===== src/rtl/rr_index_arbiter.sv =====
// rtl/rr_index_arbiter.sv - 16-way round-robin arbiter driving a 4-to-16 decoder index/enable
// A grant holds until done, request withdrawal, or HOLD cycles elapse.
module rr_index_arbiter #(
  parameter int HOLD = 16
) (
  input  logic        clk,
  input  logic        rst_n,
  input  logic [15:0] req,
  input  logic        done,
  output logic [3:0]  i,
  output logic        en,
  output logic        tmo
);

  typedef enum logic {S_IDLE, S_GRANT} state_t;

  localparam logic [7:0] CNT_LAST = 8'(HOLD - 1);

  state_t      r_state, w_state_nxt;
  logic [3:0]  r_ptr, w_ptr_nxt;
  logic [3:0]  r_i, w_i_nxt;
  logic [7:0]  r_cnt, w_cnt_nxt;
  logic        r_tmo, w_tmo_nxt;
  logic [3:0]  w_win;
  logic        w_any;

  // First set request at or above r_ptr, wrapping 15 -> 0.
  always_comb begin
    w_win = r_ptr;
    w_any = 1'b0;
    for (int k = 0; k < 16; k++) begin
      if (!w_any && req[r_ptr + 4'(k)]) begin
        w_any = 1'b1;
        w_win = r_ptr + 4'(k);
      end
    end
  end

  always_comb begin
    w_state_nxt = r_state;
    w_ptr_nxt   = r_ptr;
    w_i_nxt     = r_i;
    w_cnt_nxt   = r_cnt;
    w_tmo_nxt   = 1'b0;
    case (r_state)
      S_IDLE: begin
        if (w_any) begin
          w_state_nxt = S_GRANT;
          w_i_nxt     = w_win;
          w_cnt_nxt   = 8'd0;
        end
      end
      S_GRANT: begin
        if (done || !req[r_i] || (r_cnt == CNT_LAST)) begin
          w_state_nxt = S_IDLE;
          w_ptr_nxt   = r_i + 4'd1;
          w_cnt_nxt   = 8'd0;
          // Only a pure hold-limit release is reported as a timeout.
          w_tmo_nxt   = !done && req[r_i];
        end else begin
          w_cnt_nxt = r_cnt + 8'd1;
        end
      end
      default: w_state_nxt = S_IDLE;
    endcase
  end

  always_ff @(posedge clk or negedge rst_n) begin
    if (!rst_n) begin
      r_state <= S_IDLE;
      r_ptr   <= 4'd0;
      r_i     <= 4'd0;
      r_cnt   <= 8'd0;
      r_tmo   <= 1'b0;
    end else begin
      r_state <= w_state_nxt;
      r_ptr   <= w_ptr_nxt;
      r_i     <= w_i_nxt;
      r_cnt   <= w_cnt_nxt;
      r_tmo   <= w_tmo_nxt;
    end
  end

  assign i   = r_i;
  assign en  = (r_state == S_GRANT);
  assign tmo = r_tmo;

endmodule


===== config.mk =====
export PLATFORM = sky130hd
export DESIGN_NAME = rr_index_arbiter
export DESIGN_NICKNAME = d
export VERILOG_FILES = /design/src/rtl/rr_index_arbiter.sv
export SDC_FILE = /design/constraint.sdc
export NUM_CORES = 1
export LEC_CHECK = 0
export CORE_UTILIZATION = 61
export DETAILED_ROUTE_END_ITERATION = 16
export PLACE_DENSITY = 0.83
export SLEW_MARGIN = 20
export SYNTH_ARGS = -nofsm -noshare
export SYNTH_HDL_FRONTEND = slang
export SYNTH_SLANG_ARGS = --single-unit
export TNS_END_PERCENT = 5

===== constraint.sdc =====
create_clock -name clk -period 5.51 [get_ports clk]
set_input_delay 1.653 -clock clk [delete_from_list [all_inputs] [get_ports clk]]
set_output_delay 1.653 -clock clk [all_outputs]
set_load 0.01 [all_outputs]

# Word level (Yosys, flattened, before mapping)
# Index checks and enable logic that the tools add are counted.
# classes
add_sub_neg	17
multipliers	0
div_mod_pow	0
n_lt_le_gt_ge	17
n_eq_ne	2
shifts	0
mux	73
n_bitwise	1
n_reduce_logical	37
# ops
operator	n
$lt 4x5->1 const B	17
$bmux 1 s4	17
$mux 4	15
$mux 1	37
$add 4x4->4 const B	8
$logic_not 1->1	17
$add 4x3->4 const B	4
$logic_and 1x1->1	16
$mux 8	2
$pmux 8 s2	1
$add 4x1->4 const B	2
$add 4x2->4 const B	2
$add 8x1->8 const B	1
$eq 8x4->1 const B	1
$reduce_and 2->1	2
$logic_or 1x1->1	2
$ne 2x2->1 const B	1
$pmux 1 s2	1
$not 1->1	1
# word_totals
register_bits	18
latch_bits	0
ramBits	0
mem_bits_ro	0
in_bits	19
output_inout_bits	6
memories	0

# Longest topological paths before layout
# logic_depth
word_depth	50
depth_mapped	17

# Worst setup path before layout
# Ideal clock, no wire load.
# synth_timing
path_kind	input to register
from	input port req[6]
to	register r_i[0] (netlist: i[0])
setup_time_ns	0.122
arrival_ns	3.808
required_ns	5.388
setup_slack_ns	1.581
path_stages	10
n_path_buf	1
path_cell_list	mux4_2 and3_1 a211oi_2 or2_2 buf_6 a21oi_1 a21oi_2 nand2_1 or4_1 a32o_1
# synth_via
elab_chain_len	49
word_cells_on_any_way	94
# synth_lines
item	line_no	rtl
start, declared	8	input logic [15:0] req,
$bmux 1 s4	32	if (!w_any && req[r_ptr + 4'(k)]) begin
$mux 1 (implied by the code)	32	
$mux 1	32	
$logic_not 1->1	32	
$logic_and 1x1->1	32	
$mux 1	32	
$logic_not 1->1	32	
$logic_and 1x1->1	32	
[33 not listed]	-	
$mux 1	32	
$logic_not 1->1	32	
$logic_and 1x1->1	32	
$mux 1	32	
$logic_not 1->1	32	
$logic_and 1x1->1	32	
$mux 1	32	
$reduce_and 2->1 (no line)	-	
end signal, assigned	78	r_i <= w_i_nxt;
end, declared	21	logic [3:0] r_i, w_i_nxt;
# Parallel ways exist; a longest one is shown, timed or not. The select of a mux whose other input is x is not followed.
# A chain may end at the register's enable or synchronous reset.

# Worst setup path after layout
# layout_timing
from	input port req[15]
to	register r_cnt[5]
# layout_via
elab_chain_len	49
word_cells_on_any_way	86
# layout_lines
item	line_no	rtl
$bmux 1 s4	32	
$mux 1 (implied by the code)	32	
$mux 1	32	
$logic_not 1->1	32	
$logic_and 1x1->1	32	
$mux 1	32	
$logic_not 1->1	32	
$logic_and 1x1->1	32	
[33 not listed]	-	
$mux 1	32	
$logic_not 1->1	32	
$logic_and 1x1->1	32	
$mux 1	32	
$logic_not 1->1	32	
$logic_and 1x1->1	32	
$mux 1	32	
$ne 2x2->1 (no line)	-	
end signal, assigned	79	r_cnt <= w_cnt_nxt;
end, declared	22	logic [7:0] r_cnt, w_cnt_nxt;
# Parallel ways exist; a longest one is shown, timed or not. The select of a mux whose other input is x is not followed.

==> impl_metrics.toml <==
[outcome]
status = "complete, no violations"

[logic_synthesis]
synthMuxAreaShare_pct = 31.97
synth_edf_count = 0
synth-simple-area-share_pct = 19.49
yosysUniqueCellTypes = 67
synth_compound_area_share_pct = 21.21
yosys_warnings = 0
yosys.area_share.xor_xnor_pct = 5.322
synth_seq_area_share_pct = 13.49
ys.flop_type = "dfrtp_1"
synthMostInstantiatedCell = "mux4_2"
ys_seq_elements = 18
synthAdderAreaFrac_pct = 3.373
syn_avg_cell_area_um2 = 9.620
yosysTopAreaCellShare_pct = 24.29
synth_area_um2 = 3338
synthCells = 347
synth_top_area_cell = "mux4_2"
synth_common_cells = "mux4_2 (36), nor2_1 (27), nand2_1 (25)"
synthArstFlopShare_pct = 100.0
synth_top_family_by_area = "multiplexers"
syn_nets = 375
netlist_top_cells_area = "mux4_2 (24%), dfrtp_1 (13%), ha_1 (3.4%), mux2_2 (3.0%), nor2_1 (3.0%)"

[timing]
relSlewSlack_pct = 46.50
final_hold_viol_count = 0
setup_viol = 0
finalCriticalPeriod_ns = 4.894
setup_tns_ns = 0
finalMaxSlewViolations = 0
rsz0062_at_grt = "false"
min_period_over_period_pct = 88.82
tightest_slew_ns = 0.7999
fin_skew_ns = 0.006039
max_freq_mhz = 204.3

[global_route]
antenna_found_initial = 0
grt_pass1_vias = 2991
grt_max_degree = 30
gr-usage-all-layers_pct = 33.68
grt.overflow.total = 0
grt_pass1_wl_um = 15430

[finish]
final_cells = 434
utilization_pct = 70.51
layout.nets = 393
insertedDiodeCount = 0
area_growth_pct = 9.258
drive_gt1_share_pct = 22.80

[floorplan]
core_area_um2 = 5172
num_io_pins = 25
die_area_um2 = 5772
die_y_um = 75.98
die_w_um = 75.98
row_count = 26
start_util_pct = 64.54

[place]
dp_hpwl_um = 7253
gp_congestion = 1.015
numPortBuffers = 24
numPlacedInstances = 430

[setup_path]
worst-path-max-fanout = 11
crit_arrival_ns = 5.07
worstSetupPathType = "input port to register"
cp.required_ns = 5.69
rr_startpoint = "r_ptr[1]"
critPathLaunch = "req[15]"
startpoint_type = "input port"
cp-end-kind = "register"

[hold_path]
min_from = "r_cnt[0]"
hp-class = "register to register"

[clocking]
cts-root-buf = "clkbuf_8"
clkLatencyLatePin_ns = 0.26
cts.clk_slew.worst_paths_ns = 0.07
cts-htree-levels = 1
cts_resized = 0
tritoncts.num_buffers = 3
cts_tree = "yes"
clockBufferDepth = 2
ctsHoldBuffers = 0
cts_setup_buffers = 0
clock-sinks = 18

[drt]
ant_nets = 0
post-route-drc-count = 0
first_iter_violations = 387
wire_per_inst_um = 21.79
via_count = 3118
firstDrtPassIters = 5
viasPerCell = 7.184
drt-total-wl_um = 9458

[run]
cap_violations = 0
## sequential cells by signal, summed over array words and instances (netlist names)
signal,cells
tmo,1
en,1
i,4
r_ptr,4
r_cnt,8
## final timing paths
kind	slack [ns]	cells past startpoint	to
worst max-delay path	0.62	10	r_cnt[5]
worst min-delay path	0.52	1	r_cnt[0]
worst max register to register	1.13	11	r_cnt[5]
worst min register to register	0.52	1	r_cnt[0]
max in group asynchronous	3.15	1	r_ptr[2]
min in group asynchronous	1.86	1	r_cnt[6]
## area by class of cell
type / instances / area (um^2)
inverters: 10 / 37.54
repair buffers: 32 / 300.3
fillers: 396 / 1525
clock buffers: 4 / 55.05
flip-flops and latches: 18 / 450.4
well taps: 70 / 87.58
multi-input cells: 300 / 2716
## cells in the final DEF, fill, tap and decap left out, types with 10 or more instances in the layout
| cell | instances |
|---|---|
| nand2b_1 | 10 |
| dfrtp_1 | 18 |
| o21ai_0 | 13 |
| clkdlybuf4s50_1 | 24 |
| a21oi_1 | 19 |
| nand3_1 | 10 |
| mux4_2 | 36 |
| nand2_1 | 25 |
| o21ai_1 | 11 |
| nor2_1 | 27 |
## routing by layer
layer	part of all wire, %	vias to the layer above	global-route usage (%)
li1	-	1407	-
met1	39	1466	45.95
met2	47	213	54.64
met3	11	32	5.509
met4	3.5	0	11.73
met5	0	-	0
## cell families (layout without fill, tap and decap cells)
group	after synthesis	in the layout
xor gates and xnor gates	13	13
DFF	18	18
adders and majority gates	9	9
buffers and inverters	29	46
muxes	57	57
and+or+nand+nor	123	123
AOI/OAI and AO/OA	98	98
## critical path, stage by stage
cell             delay [ns]
clkdlybuf4s50_1        0.52
mux4_2                 0.54
a22o_1                 0.30
a221oi_4               0.31
o211ai_2               0.26
nand4b_1               0.52
nor2_1                 0.34
and3_1                 0.40
o21ai_1                0.12
o21ai_1                0.11
## stage by stage
step	setup slack, ns	cell area (um^2)	hold slack, ns
final	0.6157	3647	0.5231
after detailed placement	0.4406	3592	0.5061
after global placement	0.5188	3592	0.4923
after CTS	0.6906	3647	0.5172
after floorplan	1.581	3338	0.4686
after global routing	0.4308	3647	0.5479
Power is not shown: default switching activity piles up to over one toggle a cycle in this logic, so the estimate is an artifact.
